--- src/rtl/operand_entry.sv ---
`default_nettype none
// ============================================================================
// Module      : operand_entry
// Description : Calculator operand entry. Takes key events from a keypad
//               controller over a four-phase handshake, builds two signed
//               operands digit by digit, latches the arithmetic operator,
//               starts the arithmetic unit on "=", and chains its result
//               into the next calculation.
// Ports       : clk, nRST                 - clock, async active-low reset
//               read_input / key_read     - key-available / acknowledge
//               keypad_input              - digit 0-9 (others discarded)
//               operator_input            - 001 sign, 010 add, 011 sub,
//                                           100 mul, 000 none
//               equal_input               - equals key
//               operand_a, operand_b      - two's-complement operands
//               op_code                   - latched arithmetic operator
//               calc_start / calc_done    - arithmetic unit request/complete
//               calc_result               - arithmetic result
//               display_value             - value shown to the user
//               entry_ovf                 - entry overflow (ENTRY_OVF_EN only)
// Config      : `define ENTRY_OVF_EN to reject digits that would push an
//               operand magnitude past 32767 and flag entry_ovf; otherwise
//               accumulation wraps modulo 2^16.
// Revision    : 1.0 - initial release
// ============================================================================
module operand_entry (
    input  logic        clk,
    input  logic        nRST,
    input  logic        read_input,
    output logic        key_read,
    input  logic [3:0]  keypad_input,
    input  logic [2:0]  operator_input,
    input  logic        equal_input,
    output logic [15:0] operand_a,
    output logic [15:0] operand_b,
    output logic [2:0]  op_code,
    output logic        calc_start,
    input  logic        calc_done,
    input  logic [15:0] calc_result,
    output logic [15:0] display_value
`ifdef ENTRY_OVF_EN
    ,
    output logic        entry_ovf
`endif
);

    typedef enum logic [0:0] {H_IDLE = 1'b0, H_ACK = 1'b1} hs_state_t;
    typedef enum logic [1:0] {
        ENTER_A = 2'd0,
        ENTER_B = 2'd1,
        CALC    = 2'd2,
        SHOW    = 2'd3
    } main_state_t;

    localparam logic [2:0] c_OP_SIGN = 3'b001;
    localparam logic [2:0] c_OP_ADD  = 3'b010;
    localparam logic [2:0] c_OP_MUL  = 3'b100;

    hs_state_t   r_hs_state;
    main_state_t r_main_state;
    logic        r_armed;
    logic        r_key_read;
    logic        r_calc_start;
    logic [15:0] r_mag_a;
    logic [15:0] r_mag_b;
    logic        r_sign_a;
    logic        r_sign_b;
    logic [2:0]  r_op_code;
    logic [15:0] r_result;
`ifdef ENTRY_OVF_EN
    logic        r_entry_ovf;
`endif

    // A key event is the first sampled-high cycle of read_input, and only
    // once read_input has been seen low since reset.
    logic        w_key_evt;
    logic        w_is_eq;
    logic        w_is_sign;
    logic        w_is_arith;
    logic        w_is_digit;
    logic [15:0] w_mag_sel;
    logic [15:0] w_acc;
    logic        w_digit_ok;

    assign w_key_evt  = (r_hs_state == H_IDLE) && read_input && r_armed;
    // Priority: equals, then any non-zero operator code, then digit.
    // Unknown operator codes swallow the key rather than falling to digit.
    assign w_is_eq    = equal_input;
    assign w_is_sign  = !equal_input && (operator_input == c_OP_SIGN);
    assign w_is_arith = !equal_input && (operator_input >= c_OP_ADD)
                                     && (operator_input <= c_OP_MUL);
    assign w_is_digit = !equal_input && (operator_input == 3'b000)
                                     && (keypad_input <= 4'd9);

    assign w_mag_sel  = (r_main_state == ENTER_B) ? r_mag_b : r_mag_a;
    assign w_acc      = w_mag_sel * 16'd10 + {12'd0, keypad_input};

`ifdef ENTRY_OVF_EN
    logic [19:0] w_acc_wide;
    assign w_acc_wide = {4'd0, w_mag_sel} * 20'd10 + {16'd0, keypad_input};
    assign w_digit_ok = (w_acc_wide <= 20'd32767);
    assign entry_ovf  = r_entry_ovf;
`else
    assign w_digit_ok = 1'b1;
`endif

    always_ff @(posedge clk or negedge nRST) begin
        if (!nRST) begin
            r_hs_state   <= H_IDLE;
            r_main_state <= ENTER_A;
            r_armed      <= 1'b0;
            r_key_read   <= 1'b0;
            r_calc_start <= 1'b0;
            r_mag_a      <= 16'd0;
            r_mag_b      <= 16'd0;
            r_sign_a     <= 1'b0;
            r_sign_b     <= 1'b0;
            r_op_code    <= 3'b000;
            r_result     <= 16'd0;
`ifdef ENTRY_OVF_EN
            r_entry_ovf  <= 1'b0;
`endif
        end else begin
            r_calc_start <= 1'b0;

            // Keypad handshake
            case (r_hs_state)
                H_IDLE: begin
                    if (!read_input) begin
                        r_armed <= 1'b1;
                    end else if (r_armed) begin
                        r_key_read <= 1'b1;
                        r_hs_state <= H_ACK;
                    end
                end
                H_ACK: begin
                    if (!read_input) begin
                        r_key_read <= 1'b0;
                        r_hs_state <= H_IDLE;
                    end
                end
                default: r_hs_state <= H_IDLE;
            endcase

            // Operand entry
            case (r_main_state)
                ENTER_A: begin
                    if (w_key_evt) begin
                        if (w_is_digit) begin
                            if (w_digit_ok) begin
                                r_mag_a <= w_acc;
                            end
`ifdef ENTRY_OVF_EN
                            else begin
                                r_entry_ovf <= 1'b1;
                            end
`endif
                        end else if (w_is_sign) begin
                            r_sign_a <= !r_sign_a;
                        end else if (w_is_arith) begin
                            r_op_code    <= operator_input;
                            r_mag_b      <= 16'd0;
                            r_sign_b     <= 1'b0;
                            r_main_state <= ENTER_B;
`ifdef ENTRY_OVF_EN
                            r_entry_ovf  <= 1'b0;
`endif
                        end
                    end
                end
                ENTER_B: begin
                    if (w_key_evt) begin
                        if (w_is_eq) begin
                            r_calc_start <= 1'b1;
                            r_main_state <= CALC;
                        end else if (w_is_digit) begin
                            if (w_digit_ok) begin
                                r_mag_b <= w_acc;
                            end
`ifdef ENTRY_OVF_EN
                            else begin
                                r_entry_ovf <= 1'b1;
                            end
`endif
                        end else if (w_is_sign) begin
                            r_sign_b <= !r_sign_b;
                        end else if (w_is_arith) begin
                            r_op_code <= operator_input;
                        end
                    end
                end
                CALC: begin
                    // Keys arriving here are acknowledged by the handshake
                    // but never reach the operands.
                    if (calc_done) begin
                        r_result     <= calc_result;
                        r_main_state <= SHOW;
                    end
                end
                SHOW: begin
                    if (w_key_evt) begin
                        if (w_is_digit) begin
                            r_mag_a      <= {12'd0, keypad_input};
                            r_sign_a     <= 1'b0;
                            r_main_state <= ENTER_A;
`ifdef ENTRY_OVF_EN
                            r_entry_ovf  <= 1'b0;
`endif
                        end else if (w_is_arith) begin
                            // Chain: previous result becomes operand A.
                            r_mag_a      <= r_result;
                            r_sign_a     <= 1'b0;
                            r_op_code    <= operator_input;
                            r_mag_b      <= 16'd0;
                            r_sign_b     <= 1'b0;
                            r_main_state <= ENTER_B;
`ifdef ENTRY_OVF_EN
                            r_entry_ovf  <= 1'b0;
`endif
                        end else if (w_is_sign) begin
                            r_mag_a      <= r_result;
                            r_sign_a     <= 1'b1;
                            r_main_state <= ENTER_A;
`ifdef ENTRY_OVF_EN
                            r_entry_ovf  <= 1'b0;
`endif
                        end
                    end
                end
                default: r_main_state <= ENTER_A;
            endcase
        end
    end

    assign key_read   = r_key_read;
    assign calc_start = r_calc_start;
    assign op_code    = r_op_code;
    assign operand_a  = r_sign_a ? (~r_mag_a + 16'd1) : r_mag_a;
    assign operand_b  = r_sign_b ? (~r_mag_b + 16'd1) : r_mag_b;

    always_comb begin
        display_value = operand_a;
        case (r_main_state)
            ENTER_A:      display_value = operand_a;
            ENTER_B,
            CALC:         display_value = operand_b;
            SHOW:         display_value = r_result;
            default:      display_value = operand_a;
        endcase
    end

endmodule
`default_nettype wire
--- config.mk ---
export PLATFORM = sky130hd
export DESIGN_NAME = operand_entry
export DESIGN_NICKNAME = d
export VERILOG_FILES = /design/src/rtl/operand_entry.sv
export SDC_FILE = /design/constraint.sdc
export NUM_CORES = 1
export LEC_CHECK = 0
export ABC_AREA = 1
export BUFFER_PORTS_ARGS = -buffer_cell sky130_fd_sc_hd__buf_2
export CORE_MARGIN = 5
export CORE_UTILIZATION = 53
export DETAILED_ROUTE_END_ITERATION = 16
export PLACE_DENSITY = 0.78
export SYNTH_ARGS = -nofsm -noshare
export SYNTH_HDL_FRONTEND = slang
export SYNTH_SLANG_ARGS = --single-unit
--- constraint.sdc ---
create_clock -name clk -period 3.7 [get_ports clk]
set_input_delay 0.555 -clock clk [delete_from_list [all_inputs] [get_ports clk]]
set_output_delay 0.555 -clock clk [all_outputs]
set_load 0.02 [all_outputs]
==> summary by stage <==
Routing
For this block, the via count after detailed routing is 5291. The via density per instance is 5.56. The number of remaining DRC errors is 0.

The post-detailed-route count of antenna-violating nets is 0. Summed over all layers, the routed wires come to 15100 microns. The detailed router's first-iteration violation count is 368. The average routed wire per standard cell is 15.8 microns. The first detailed-routing pass ran for 6 iterations.

Global routing
The maximum number of pins on one net before global-route repair is 39. The via count of the first global-routing pass is 5169. Across every metal layer, demand over resource in global routing totals 26.1%. The first global-routing pass estimated 24500 microns of wire. The total overflow left after global routing is 0. The number of antenna violations at the first check in global routing is 0.

Timing
The accumulated negative setup slack is 0 ns. Setup repair after global routing left no endpoint under its margin. The total count of hold-check failures in the final report was 0.

For the pin with the worst max-slew slack, the measured transition is 0.750 ns. The shortest clock period the worst path allows after layout is 3.40 ns. Headroom to the max-slew limit came out at 50.0%. The final critical-path share of the clock period is 92.0%. The setup slack of the critical path after layout is 0.297 ns.

Setup violations remaining at the end of the flow were counted as 0. Static timing analysis puts the maximum clock frequency at 294 MHz. Between clock sinks in the finished design, the worst skew comes to 0.0148 ns. The number of max-slew violations in the final report is 0.

Finish
The count of inserted antenna diode cells is 0. Summing all flip-flop and latch instances after layout gives 1480 sq um. The final cell count without fillers is 951. The filler cells instantiated in the layout total 869.

Compared with the post-synthesis result, the final layout area differs by 14.1%. The utilization after layout is 61.5%. In the final layout, the multi-input gates occupy 3210 sq um. At the end of the flow, the number of nets in the layout was 869.

In the final layout, the share of cells above drive strength 1 is 23.0%.

Clocking
The total number of H-tree levels is 3. The CTS tree is yes. The clock latency at the later pin of the worst-skew pair is 0.34 ns. The number of buffers added for setup after CTS is 0. For this design, the CTS-stage hold fixing added 0 buffers. The clock tree buffer depth is 2. The total number of clock tree sinks is 59. The number of buffers created by CTS is 9.

After clock tree synthesis, the clock-pin slew on the worst setup and hold paths is 0.07 ns. The clock tree root buffer cell is sky130_fd_sc_hd__clkbuf_8.

Synth
Counting flops with a built-in enable in the synthesized netlist gives 0. The synthesized cell area is 5220 sq um. For this run, the number of Yosys warnings is 0. The count of unique library cells instantiated by Yosys is 46.

The number of synthesized register bits is 59. The synthesized netlist cell count is 733. The average footprint of a synthesized cell is 7.12 sq um. After synthesis, the share of flip-flops with an asynchronous set or reset is 100%. Counting every net in the synthesized netlist gives 789. Summing the sequential cell areas from Yosys gives 28.3% of the chip area.

The most used flip-flop cell after synthesis is sky130_fd_sc_hd__dfrtp_1.

Critical path
The data required time at the worst endpoint is 3.93 ns. STA puts the critical path data arrival time at 3.63 ns. The worst setup path is of the reg -> reg kind. Along the worst path, the maximum fanout reaches 8. The type of element launching the critical path is a flop. The kind of end point of the critical path is a flop.

Status
The run finished with clean final reports.

Hold path
The path class of the tightest hold or removal check is in -> async.

Floorplanning
Once the floorplan was initialized, standard cells occupied 53.9% of the core. The placement row count is 36. The die height is 109 microns.

The total area inside the core boundary comes to 9680 sq um. The x dimension of the die is 109 microns. The number of top-level design ports is 81. The die area is 11900 sq um.

Placement
The weighted congestion reported at the end of routability-driven placement is 0.944. The wire-length estimate of the detail-placed layout is 12000 microns. The worst setup slack after placement is 0.116 ns. Buffers placed on the I/O ports in this run total 80. The cell count after placement is 935.

Run
The reported max-cap violation count is 0.
==> synth_stat cells (6+ instances only) <==
cell,count,area share (%)
sky130_fd_sc_hd__ha_1,26,6.2
sky130_fd_sc_hd__o21ai_1,12,1.2
sky130_fd_sc_hd__mux2_2,15,3.2
sky130_fd_sc_hd__a22oi_1,8,1.2
sky130_fd_sc_hd__a31oi_1,11,1.3
sky130_fd_sc_hd__nor2_1,54,3.9
sky130_fd_sc_hd__nand2_1,182,13
sky130_fd_sc_hd__xnor2_1,7,1.2
sky130_fd_sc_hd__nand3_2,9,1.7
sky130_fd_sc_hd__a21oi_1,24,2.3
sky130_fd_sc_hd__nand2_2,13,1.6
sky130_fd_sc_hd__dfrtp_1,59,28
sky130_fd_sc_hd__clkbuf_1,10,0.72
sky130_fd_sc_hd__nand4_1,11,1.3
sky130_fd_sc_hd__xor2_1,32,5.4
sky130_fd_sc_hd__o22ai_1,6,0.72
sky130_fd_sc_hd__inv_1,95,6.8
sky130_fd_sc_hd__o21ai_0,47,4.5
sky130_fd_sc_hd__inv_2,16,1.2
sky130_fd_sc_hd__nand3_1,35,3.4
sky130_fd_sc_hd__o22ai_2,10,2.4
==> worst paths after layout <==
| check | start | end | slack [ns] | cells after the start |
|---|---|---|---|---|
| max | r_main_state[1] | r_mag_a[10] | 0.30 | 14 |
| min | nRST | r_mag_b[13] | 0.27 | 1 |
| max reg2reg | r_main_state[1] | r_mag_a[10] | 0.30 | 14 |
| min reg2reg | op_code[0] | op_code[0] | 0.48 | 2 |
| max in group asynchronous | nRST | r_mag_b[6] | 2.54 | 2 |
| min in group clk | read_input | r_armed | 0.43 | 2 |
==> sequential cells by signal, summed over array words and instances (netlist names) <==
signal	cells
op_code	3
r_result	16
key_read	1
r_armed	1
r_hs_state	1
r_mag_b	16
r_sign_b	1
r_sign_a	1
calc_start	1
r_mag_a	16
r_main_state	2
==> cells by family after synthesis <==
group | Yosys count | synth area share [%]
and+or+nand+nor | 327 | 28.8
buffers and inverters | 133 | 10.2
AOI/OAI and AO/OA | 131 | 15.7
DFF | 59 | 28.3
xor gates and xnor gates | 40 | 6.86
adders and majority gates | 28 | 7.00
muxes | 15 | 3.24
==> timing repair <==
action                                  CTS  global route
resized for setup                         0             5
endpoints found under the hold margin     0             0
endpoints found under the setup margin    0            10
==> metal layers <==
metal  global-route usage (%)  wire length, microns  vias to the layer above
met5                        0                     0                        -
met4                     9.97                   450                        0
met3                     4.56                  1120                       41
met2                     43.9                  7210                      239
met1                     33.4                  6280                     2474
li1                         -                     -                     2537
==> worst max-delay path, cell delays in order, from the launching register on <==
cell and delay, ns:
sky130_fd_sc_hd__dfrtp_1 0.44, sky130_fd_sc_hd__inv_1 0.11, sky130_fd_sc_hd__ha_2 0.23, sky130_fd_sc_hd__o21ai_0 0.32, sky130_fd_sc_hd__ha_1 0.31, sky130_fd_sc_hd__ha_1 0.24, sky130_fd_sc_hd__fa_1 0.45, sky130_fd_sc_hd__nand2_1 0.13
sky130_fd_sc_hd__nand3_2 0.11, sky130_fd_sc_hd__nand3b_4 0.18, sky130_fd_sc_hd__nor2_2 0.15, sky130_fd_sc_hd__nand3_2 0.14, sky130_fd_sc_hd__xor2_1 0.23, sky130_fd_sc_hd__nor2_1 0.07, sky130_fd_sc_hd__o22a_1 0.17
==> cell usage in the layout (no fill, tap or decap), types with 2 or more instances in the layout <==
master,Yosys,layout
sky130_fd_sc_hd__nor2_1,54,54
sky130_fd_sc_hd__nand4_1,11,11
sky130_fd_sc_hd__o221ai_1,2,2
sky130_fd_sc_hd__nand3_1,35,35
sky130_fd_sc_hd__nor3_2,4,4
sky130_fd_sc_hd__a21oi_1,24,24
sky130_fd_sc_hd__nor2_2,5,5
sky130_fd_sc_hd__nor2_4,3,3
sky130_fd_sc_hd__o21ai_1,12,16
sky130_fd_sc_hd__mux2_2,15,15
sky130_fd_sc_hd__o22ai_1,6,6
sky130_fd_sc_hd__clkbuf_8,0,11
sky130_fd_sc_hd__buf_4,3,10
sky130_fd_sc_hd__nand3_2,9,9
sky130_fd_sc_hd__a22oi_1,8,8
sky130_fd_sc_hd__nand2_2,13,13
sky130_fd_sc_hd__o21a_1,2,2
sky130_fd_sc_hd__o21ai_2,2,2
sky130_fd_sc_hd__ha_1,26,25
sky130_fd_sc_hd__nor3_1,4,4
sky130_fd_sc_hd__inv_2,16,16
sky130_fd_sc_hd__o21ai_0,47,43
sky130_fd_sc_hd__a31oi_1,11,11
sky130_fd_sc_hd__clkinv_2,0,2
sky130_fd_sc_hd__o22ai_2,10,10
sky130_fd_sc_hd__o22a_1,2,2
sky130_fd_sc_hd__nand3b_1,3,3
sky130_fd_sc_hd__dfrtp_1,59,59
sky130_fd_sc_hd__nand2_1,182,182
sky130_fd_sc_hd__inv_1,95,95
sky130_fd_sc_hd__xnor2_1,7,7
sky130_fd_sc_hd__buf_2,5,80
sky130_fd_sc_hd__xor2_1,32,32
sky130_fd_sc_hd__fa_1,2,2
==> cell type report <==
| cell class | count | share of cell area (%) |
|---|---|---|
| Multi-Input combinational cell | 541 | 54.0 |
| Sequential cell | 59 | 24.8 |
| Timing Repair Buffer | 90 | 7.98 |
| Inverter | 112 | 7.06 |
| Tap cell | 133 | 2.79 |
| Clock buffer | 12 | 2.60 |
| Clock inverter | 4 | 0.819 |
==> stage by stage <==
stage / hold slack, ns / area [sq um]
finish: 0.267 / 5960
global route: 0.323 / 5960
CTS: 0.292 / 5950
detailed placement: 0.465 / 5750
global placement: 0.459 / 5750
floorplan: 0.259 / 5220
Power is left out: the tool's default activity adds up to more than one toggle a clock period on the data nets, which glitch-free logic cannot reach.
